[src/rtl/logic_op_scheduler_pkg.sv]
// Shared definitions for the bit-serial logic-op scheduler:
// op code values, FSM state encoding and the default operand width.
package logic_op_scheduler_pkg;

    localparam int DEFAULT_WIDTH = 4;

    localparam logic [2:0] OP_NAND  = 3'd0;
    localparam logic [2:0] OP_AND   = 3'd1;
    localparam logic [2:0] OP_OR    = 3'd2;
    localparam logic [2:0] OP_NOR   = 3'd3;
    localparam logic [2:0] OP_XOR   = 3'd4;
    localparam logic [2:0] OP_XNOR  = 3'd5;
    localparam logic [2:0] OP_NOTA  = 3'd6;
    localparam logic [2:0] OP_NOTA2 = 3'd7;

    typedef enum logic [1:0] {
        ST_IDLE = 2'd0,
        ST_EXEC = 2'd1,
        ST_RESP = 2'd2
    } state_t;

endpackage

[src/rtl/logic_unit_1b.sv]
// One-bit eight-way logic function, selected by op.
// Latency: purely combinational, zero cycles.
// Backpressure: none, no state is held.
module logic_unit_1b
    import logic_op_scheduler_pkg::*;
(
    input  logic       i_a,
    input  logic       i_b,
    input  logic [2:0] i_op,
    output logic       o_f
);

    always_comb begin
        o_f = 1'b0;
        case (i_op)
            OP_NAND:  o_f = ~(i_a & i_b);
            OP_AND:   o_f = i_a & i_b;
            OP_OR:    o_f = i_a | i_b;
            OP_NOR:   o_f = ~(i_a | i_b);
            OP_XOR:   o_f = i_a ^ i_b;
            OP_XNOR:  o_f = ~(i_a ^ i_b);
            OP_NOTA:  o_f = ~i_a;
            OP_NOTA2: o_f = ~i_a;
            default:  o_f = 1'b0;
        endcase
    end

endmodule

[src/rtl/logic_op_scheduler.sv]
// Two-requester arbiter feeding a bit-serial logic unit, one bit per cycle, LSB first.
// Latency: rsp_valid rises WIDTH+1 edges after the request handshake edge.
// Backpressure: result held while rsp_ready is low; requesters held off until the result is taken.
module logic_op_scheduler
    import logic_op_scheduler_pkg::*;
#(
    parameter int WIDTH = DEFAULT_WIDTH
) (
    input  logic             clk,
    input  logic             rst_n,
    input  logic             req0_valid,
    output logic             req0_ready,
    input  logic [WIDTH-1:0] req0_a,
    input  logic [WIDTH-1:0] req0_b,
    input  logic [2:0]       req0_op,
    input  logic             req1_valid,
    output logic             req1_ready,
    input  logic [WIDTH-1:0] req1_a,
    input  logic [WIDTH-1:0] req1_b,
    input  logic [2:0]       req1_op,
    output logic             rsp_valid,
    input  logic             rsp_ready,
    output logic             rsp_id,
    output logic [WIDTH-1:0] rsp_data
);

    localparam int               CNT_W    = (WIDTH > 1) ? $clog2(WIDTH) : 1;
    localparam logic [CNT_W-1:0] CNT_LAST = CNT_W'(WIDTH - 1);

    state_t           r_state;
    state_t           w_state_nxt;
    logic [WIDTH-1:0] r_a;
    logic [WIDTH-1:0] r_b;
    logic [2:0]       r_op;
    logic [WIDTH-1:0] r_result;
    logic [CNT_W-1:0] r_cnt;
    logic             r_id;
    logic             r_last_grant;
    logic             r_rsp_valid;

    logic             w_grant_vld;
    logic             w_grant_id;
    logic             w_rsp_hs;
    logic             w_bit;

    assign w_rsp_hs = r_rsp_valid & rsp_ready;

    // State register
    always_ff @(posedge clk) begin
        if (!rst_n) begin
            r_state <= ST_IDLE;
        end else begin
            r_state <= w_state_nxt;
        end
    end

    // Next-state logic
    always_comb begin
        w_state_nxt = r_state;
        case (r_state)
            ST_IDLE: if (w_grant_vld)         w_state_nxt = ST_EXEC;
            ST_EXEC: if (r_cnt == CNT_LAST)   w_state_nxt = ST_RESP;
            ST_RESP: if (w_rsp_hs)            w_state_nxt = ST_IDLE;
            default:                          w_state_nxt = ST_IDLE;
        endcase
    end

    // Output logic: a tie goes to whichever requester was not served last.
    always_comb begin
        w_grant_vld = 1'b0;
        w_grant_id  = 1'b0;
        if (rst_n && (r_state == ST_IDLE)) begin
            if (req0_valid && req1_valid) begin
                w_grant_vld = 1'b1;
                w_grant_id  = ~r_last_grant;
            end else if (req0_valid) begin
                w_grant_vld = 1'b1;
                w_grant_id  = 1'b0;
            end else if (req1_valid) begin
                w_grant_vld = 1'b1;
                w_grant_id  = 1'b1;
            end
        end
        req0_ready = w_grant_vld & ~w_grant_id;
        req1_ready = w_grant_vld &  w_grant_id;
    end

    logic_unit_1b u_logic_unit (
        .i_a  (r_a[r_cnt]),
        .i_b  (r_b[r_cnt]),
        .i_op (r_op),
        .o_f  (w_bit)
    );

    // Operands are captured at the handshake so later input changes cannot leak in.
    always_ff @(posedge clk) begin
        if (!rst_n) begin
            r_a          <= '0;
            r_b          <= '0;
            r_op         <= '0;
            r_result     <= '0;
            r_cnt        <= '0;
            r_id         <= 1'b0;
            r_last_grant <= 1'b1;
            r_rsp_valid  <= 1'b0;
        end else begin
            case (r_state)
                ST_IDLE: begin
                    if (w_grant_vld) begin
                        r_a          <= w_grant_id ? req1_a  : req0_a;
                        r_b          <= w_grant_id ? req1_b  : req0_b;
                        r_op         <= w_grant_id ? req1_op : req0_op;
                        r_id         <= w_grant_id;
                        r_last_grant <= w_grant_id;
                        r_cnt        <= '0;
                        r_result     <= '0;
                    end
                end
                ST_EXEC: begin
                    r_result[r_cnt] <= w_bit;
                    if (r_cnt == CNT_LAST) begin
                        r_cnt <= '0;
                    end else begin
                        r_cnt <= r_cnt + CNT_W'(1);
                    end
                end
                ST_RESP: begin
                    // One settling cycle in RESP before the result is presented.
                    if (!r_rsp_valid) begin
                        r_rsp_valid <= 1'b1;
                    end else if (rsp_ready) begin
                        r_rsp_valid <= 1'b0;
                    end
                end
                default: begin
                    r_rsp_valid <= 1'b0;
                end
            endcase
        end
    end

    assign rsp_valid = r_rsp_valid;
    assign rsp_id    = r_id;
    assign rsp_data  = r_result;

endmodule

[config.mk]
export PLATFORM = sky130hd
export DESIGN_NAME = logic_op_scheduler
export DESIGN_NICKNAME = d
export VERILOG_FILES = /design/src/rtl/logic_op_scheduler_pkg.sv /design/src/rtl/logic_unit_1b.sv /design/src/rtl/logic_op_scheduler.sv
export SDC_FILE = /design/constraint.sdc
export NUM_CORES = 1
export LEC_CHECK = 0
export ABC_AREA = 0
export BUFFER_PORTS_ARGS = -buffer_cell sky130_fd_sc_hd__buf_4
export CORE_MARGIN = 2
export CORE_UTILIZATION = 53
export CTS_CLUSTER_DIAMETER = 60
export DETAILED_ROUTE_END_ITERATION = 6
export PLACE_DENSITY_LB_ADDON = 0.25
export SYNTH_ARGS = -nofsm -noshare
export SYNTH_HDL_FRONTEND = slang
export SYNTH_SLANG_ARGS = --single-unit
export TNS_END_PERCENT = 20
[constraint.sdc]
create_clock -name clk -period 6.08 [get_ports clk]
set_input_delay 1.216 -clock clk [delete_from_list [all_inputs] [get_ports clk]]
set_output_delay 1.216 -clock clk [all_outputs]
set_load 0.05 [all_outputs]
==> results of run 1 <==
==> flip-flops by register name (all words and copies together) (netlist names) <==
name and cells:
rsp_id 1, r_state 2, r_op 3, r_cnt 2, r_a 4, rsp_valid 1
r_last_grant 1, rsp_data 4, r_b 4
==> worst min-delay path: stages (launching register included) <==
cell and delay, ns:
dfxtp_1 0.33, nand3_1 0.06, o21ai_1 0.05
==> stage by stage <==
stage | util (%) | power [uW] | hold slack (ns)
floorplan | - | 229 | 0.438
global placement | 69.5 | 254 | 0.446
detailed placement | 69.5 | 258 | 0.457
CTS | 72.1 | 372 | 0.474
global route | 72.1 | 388 | 0.490
finish | 72.1 | 369 | 0.472
==> synthesized netlist by cell type (all sizes together) <==
library cell   n
and2           1
nor2b          2
and2b          1
xnor2          1
and3           2
nor2           3
a21oi          3
buf            3
ha             6
nor3           1
nand3b         1
a21boi        14
a31oi          2
xor2           1
nand2         21
o21ai          5
inv            5
nand3          5
nand2b         2
dfxtp         22
mux4           2
clkbuf         3
nor3b          1
a22oi         11
mux2i          1
==> power by group through the flow <==
stage               sequential (uW)  clock [uW]  combinational [uW]
floorplan                       176           0                53.3
global route                    168         122                97.6
detailed placement              170           0                88.1
CTS                             167         116                89.3
finish                          167         114                88.4
global placement                169           0                84.9
==> routing by layer <==
| metal | part of all wire, % | routed length, um | track usage [%] |
|---|---|---|---|
| met2 | 52 | 1210 | 37.8 |
| met5 | 0 | 0 | 0 |
| met4 | 1.1 | 25 | 10.2 |
| met1 | 43 | 993 | 24.4 |
| met3 | 3.8 | 88 | 2.12 |
==> worst paths after layout <==
check           endpoint         from  cells after the start  slack (ns)
max           req0_ready        rst_n                      6        1.99
min          rsp_data[3]  rsp_data[3]                      2        0.47
max reg2reg  rsp_data[1]     r_cnt[0]                      8        3.88
min reg2reg  rsp_data[3]  rsp_data[3]                      2        0.47
==> final cells by class <==
type                       count  area, sq um
clock buffer                   3         22.5
clock inverter                 1         30.0
sequential                    22          440
fill                         162          547
multi-input combinational     86          607
inverter                       5         18.8
timing repair buffer          35          263
tap                           27         33.8
==> cell families (layout without fill, tap and decap cells) <==
kind of cell | Yosys count | in the layout
adder cells (fa/ha/maj) | 6 | 6
XOR/XNOR | 2 | 2
AND/OR/NAND/NOR | 40 | 40
buffers and inverters | 11 | 44
multiplexers | 3 | 3
AO/OA/AOI/OAI | 35 | 35
flip-flops | 22 | 22
==> placed cells by master, fill, tap and decap left out, types with 2 or more instances in the layout <==
master,count
a21boi_0,14
a21oi_1,3
a22oi_1,11
buf_4,35
clkbuf_4,3
dfxtp_1,22
ha_1,6
inv_1,5
nand2_1,21
nand2b_1,2
nand3_1,5
nor2_1,3
nor2b_1,2
o21ai_1,3
o21ai_2,2
==> summary.md, run 1 <==
| Metric | Value |
|---|---|
| Pin count of the biggest net entering global routing | 23 |
| Synth Area in Simple Gates | 17.6% |
| Synth-to-Final Area Change | 29.3% |
| Post-Synthesis Cells | between 100 and 150 |
| Antenna cells | 0 |
| Max cap viols | 0 |
| Worst-Margin Slew | roughly 0.71 ns |
| TritonCTS clock tree | yes |
| Slowest CP cell | nor2_1 |
| H-tree Lvls | 1 |
| Proportion of layout cells with a drive suffix above 1 | between 20% and 30% |
| Xor/xnor cell area share of the yosys netlist | around 1.6% |
| Worst path max stage delay | about 0.56 ns |
| Comb power frac | 24.0% |
| Core ar. | between 1500 and 2000 sq um |
| Worst skew pair latency | approximately 0.31 ns |
| Fin. Hold Viols | 0 |
| Main combinational cell family by area after synthesis | compound AO/OA/AOI/OAI gates |
| CTS Sinks | 22 |
| Synth top area share | about two fifths |
| RSZ-0062 raised after global routing | no |
| Post-synthesis mux area share | between 5 and 6% |
| Clock buffer depth | 2 |
| Drt first pass iters | 4 |
| Period minus WS final | between 4 and 5 ns |
| Ys Warns | 0 |
| Synth top area cells | dfxtp_1 (40%), a21boi_0 (9.6%), a22oi_1 (7.5%) |
| CP Capture Type | output pin |
| Critical Path AT | ~2.9 ns |
| Crit path required time | approximately 4.9 ns |
| Final period utilization | approximately 67% |
| Critical-path maximum fanout | 22 |
| Flops & latches, synth | 22 |
| Placed cell area | 1360 sq um |
| Slew Limit Fails | 0 |
| Setup TNS | 0 ns |
| First-pass GRT wire length | 3970 um |
| Initial antenna violation count | 0 |
| Die area | roughly 2400 sq um |
| DP HPWL | around 1700 um |
| Part of the Yosys area used for sequential elements | between 40% and 50% |
| WL/cell | roughly 13 um |
| VDD IR-drop max | just over 0.0002 V |
| Detailed-route via count | around 960 |
| 1st-iter DRT viols | 10 |
| Outcome | complete, no violations |
| Clock-pin slew on the worst setup and hold paths | 0.13 ns |
| Internal | 263 uW |
| Largest area contributor in the synthesized netlist | dfxtp_1 |
| Initial core utilization | between 50% and 60% |
| Final cell count without fillers | about 180 |
| Relative slew margins | 52.6% |
| Fin Clk Skew | 0.00544 ns |
| Synthesized Nets | approximately 150 |
| CTS Root Cell | clkbuf_4 |
| Post-Place Worst Slack | between 2 and 2.5 ns |
| Vias in the first global route | 939 |
| Rows | 16 |
| Placed Cells | between 150 and 200 |
| Post-synth cell types | 30 |
| Final Wtd Congestion | slightly above 0.8 |
| Synth Area in Adders | 6.86% |
| Buf/Inv on CP | 3 |
| WL final | approximately 2300 um |
| Clock Power Share | a little under a third |
| P_leak | about 0.00059 uW |
| CTS Hold Buffers Added | 0 |
| Cell family with most CP delay | simple AND/OR/NAND/NOR gates |
| Finished Cell Area | 1420 sq um |
| F_max | 245 MHz |
| IO Port Bufs | 34 |
| Cells along the critical path | buf_4 -> nor3b_1 -> o21ai_1 -> buf_4 -> nor2_1 -> buf_4 |
| Sequential Power Share | 45.2% |
| # IOs | 35 |
| Die W | between 40 and 50 um |
| Startpoint types | input pin |
| Total Routing Usage GR | 20.8% |
| Die height | 49.5 um |
| Crit Path Class | input pin to output pin |
| Setup slack after layout | between 1.5 and 2 ns |
| Nets | about 190 |
| Post-CTS setup buffers | 0 |
| Synthesized cell area | between 1000 and 1500 sq um |
| ANT nets after route | 0 |
| DRC viols | 0 |
| P_sw | ~110 uW |
| Avg Synthesized Cell Area | between 9 and 10 sq um |
| Sw Ratio | between 20 and 30% |
| Resize count post-CTS | 0 |
| PD cells | roughly 260 nW/um^2 |
| Synth Area in Compound Gates | between 20% and 30% |
| Routed vias/inst | roughly 5.3 |
| CP dominant cell by count | buf_4 |
| Final setup fails | 0 |
| Grt ovf | 0 |
| Cts bufs inserted | 3 |
| Hold Crit Class | flip-flop to flip-flop |
Power figures use the tool's default switching activity.
==> inputs of run 2 (changes only) <==
--- a/config.mk
+++ b/config.mk
@@ -8,7 +8,7 @@
 export ABC_AREA = 0
 export BUFFER_PORTS_ARGS = -buffer_cell sky130_fd_sc_hd__buf_4
 export CORE_MARGIN = 2
-export CORE_UTILIZATION = 53
+export CORE_UTILIZATION = 44
 export CTS_CLUSTER_DIAMETER = 60
 export DETAILED_ROUTE_END_ITERATION = 6
 export PLACE_DENSITY_LB_ADDON = 0.25
==> constraint.sdc (replaced) <==
create_clock -name clk -period 3.5 [get_ports clk]
set_input_delay 0.7 -clock clk [delete_from_list [all_inputs] [get_ports clk]]
set_output_delay 0.7 -clock clk [all_outputs]
set_load 0.05 [all_outputs]
==> run 2 against run 1 <==
Compared with the run above:
- clock-buffer cell count stayed put
- hold slack worse by 0.0059 ns
- largest power group unchanged
- sequential cell count is the same
- clock skew fell by 0.0012 ns
- clock power hardly changed
- register-to-register slack worse by 2.6 ns
- core utilization down 14 points
- design area fell by 1.3%
- sequential power up 74%
- power increased by 51%
- sequential share of layout area is 0.42 points higher
==> summary.md, run 2 (synthesis results as in run 1) <==
| Metric | Value |
|---|---|
| Outcome | complete, no violations |
| WL final | 2330 um |
| Worst skew pair latency | 0.30 ns |
| Detailed-route via count | about 950 |
| RSZ-0062 raised after global routing | no |
| Crit Path Class | input pin to output pin |
| Period minus WS final | between 2 and 3 ns |
| Die height | 53.9 um |
| Cell family with most CP delay | simple AND/OR/NAND/NOR gates |
| Cells along the critical path | buf_4 -> nor3b_1 -> o21ai_1 -> nor2_1 -> buf_4 |
| Slowest CP cell | nor2_1 |
| VDD IR-drop max | ~0.00024 V |
| Vias in the first global route | between 900 and 1000 |
| Clock-pin slew on the worst setup and hold paths | between 0.1 and 0.15 ns |
| Commonest cells after routing, fill and taps aside | buf_4 (36), dfxtp_1 (22), nand2_1 (21), a21boi_0 (14), a22oi_1 (11) |
| IO Port Bufs | 34 |
| CTS Hold Buffers Added | 0 |
| Final period utilization | 83.7% |
| Fin. Hold Viols | 0 |
| P_leak | 0.000585 uW |
| Buf/Inv on CP | 2 |
| WL/cell | around 13 um |
| Drt first pass iters | 3 |
| DP HPWL | between 1500 and 2000 um |
| F_max | 341 MHz |
| 1st-iter DRT viols | 9 |
| Proportion of layout cells with a drive suffix above 1 | just under 30% |
| Worst-Margin Slew | around 0.75 ns |
| TritonCTS clock tree | yes |
| Synth-to-Final Area Change | 27.5% |
| Worst path max stage delay | 0.59 ns |
| Resize count post-CTS | 0 |
| Hold Crit Class | flip-flop to flip-flop |
| Antenna cells | 0 |
| Final Wtd Congestion | 0.730 |
| CTS Root Cell | clkbuf_4 |
| Relative slew margins | 49.6% |
| Initial core utilization | a little under half |
| Grt ovf | 0 |
| Die area | 2900 sq um |
| Cts bufs inserted | 3 |
| Post-CTS setup buffers | 0 |
| CP Capture Type | output pin |
| CTS Sinks | 22 |
| Startpoint types | input pin |
| Critical Path AT | about 2.2 ns |
| Fill count | ~220 |
| Final setup fails | 0 |
| PD cells | ~400 nW/um^2 |
| Slew Limit Fails | 0 |
| # IOs | 35 |
| Total Routing Usage GR | 18.6% |
| Pin count of the biggest net entering global routing | 23 |
| Area of the multi-input gates | just over 600 sq um |
| ANT nets after route | 0 |
| Finished Cell Area | around 1400 sq um |
| Setup TNS | 0 ns |
| Routed vias/inst | 5.21 |
| FF+latch area | 440 sq um |
| Initial antenna violation count | 0 |
| Die W | around 54 um |
| Crit path required time | roughly 2.8 ns |
| Core ar. | between 2000 and 2500 sq um |
| Nets | 187 |
| Placed cell area | between 1000 and 1500 sq um |
| Critical-path maximum fanout | 22 |
| Max cap viols | 0 |
| First-pass GRT wire length | 3850 um |
| Fin Clk Skew | 0.00422 ns |
| H-tree Lvls | 1 |
| CP dominant cell by count | buf_4 |
| Clock buffer depth | 2 |
| Commonest non-fill, non-tap cell in the layout | buf_4 |
| DRC viols | 0 |
| Rows | 18 |
## run 2: final timing paths
path	start	cells past startpoint	slack [ns]	to
worst max-delay path	rst_n	5	0.57	req0_ready
worst min-delay path	rsp_data[3]	2	0.47	rsp_data[3]
worst max register to register	r_cnt[0]	7	1.31	rsp_data[3]
worst min register to register	rsp_data[3]	2	0.47	rsp_data[3]
## run 2: layout make-up
class,instances,share of cell area [%]
Multi-Input combinational cell,86,43.5
Timing Repair Buffer,36,19.4
Sequential cell,22,31.5
Inverter,5,1.34
Tap cell,30,2.69
Clock buffer,3,1.61
## run 2: power breakdown
part           leakage [uW]  internal [uW]  switching [uW]
clock             0.0000138           40.1            71.7
combinational      0.000392           71.2            82.9
sequential         0.000180            272            18.1
## run 2: worst register-to-register path, delay by kind of cell, from the launching register on
family / cells / cell delay, ns
mux: 1 / 0.62
compound gates: 3 / 0.53
flops: 1 / 0.52
fa+ha+maj: 1 / 0.23
xor+xnor: 1 / 0.12
buf+inv: 1 / 0.08
## run 2: routing by layer
layer / routed length (um) / track usage [%]
met1: 1080 / 22.8
met2: 1130 / 31.9
met3: 92 / 2.50
met4: 33 / 8.97
met5: 0 / 0
## run 2: metrics by stage
stage | total power [uW] | hold slack, ns | setup slack, ns | utilization (%) | std cells
global route | 592 | 0.494 | 0.461 | 57.9 | 182
detailed placement | 452 | 0.455 | 0.492 | 57.0 | 179
global placement | 445 | 0.446 | 0.628 | 57.0 | 179
CTS | 563 | 0.470 | 0.494 | 57.9 | 182
floorplan | 398 | 0.438 | 1.28 | - | 119
finish | 556 | 0.466 | 0.570 | 57.9 | 182
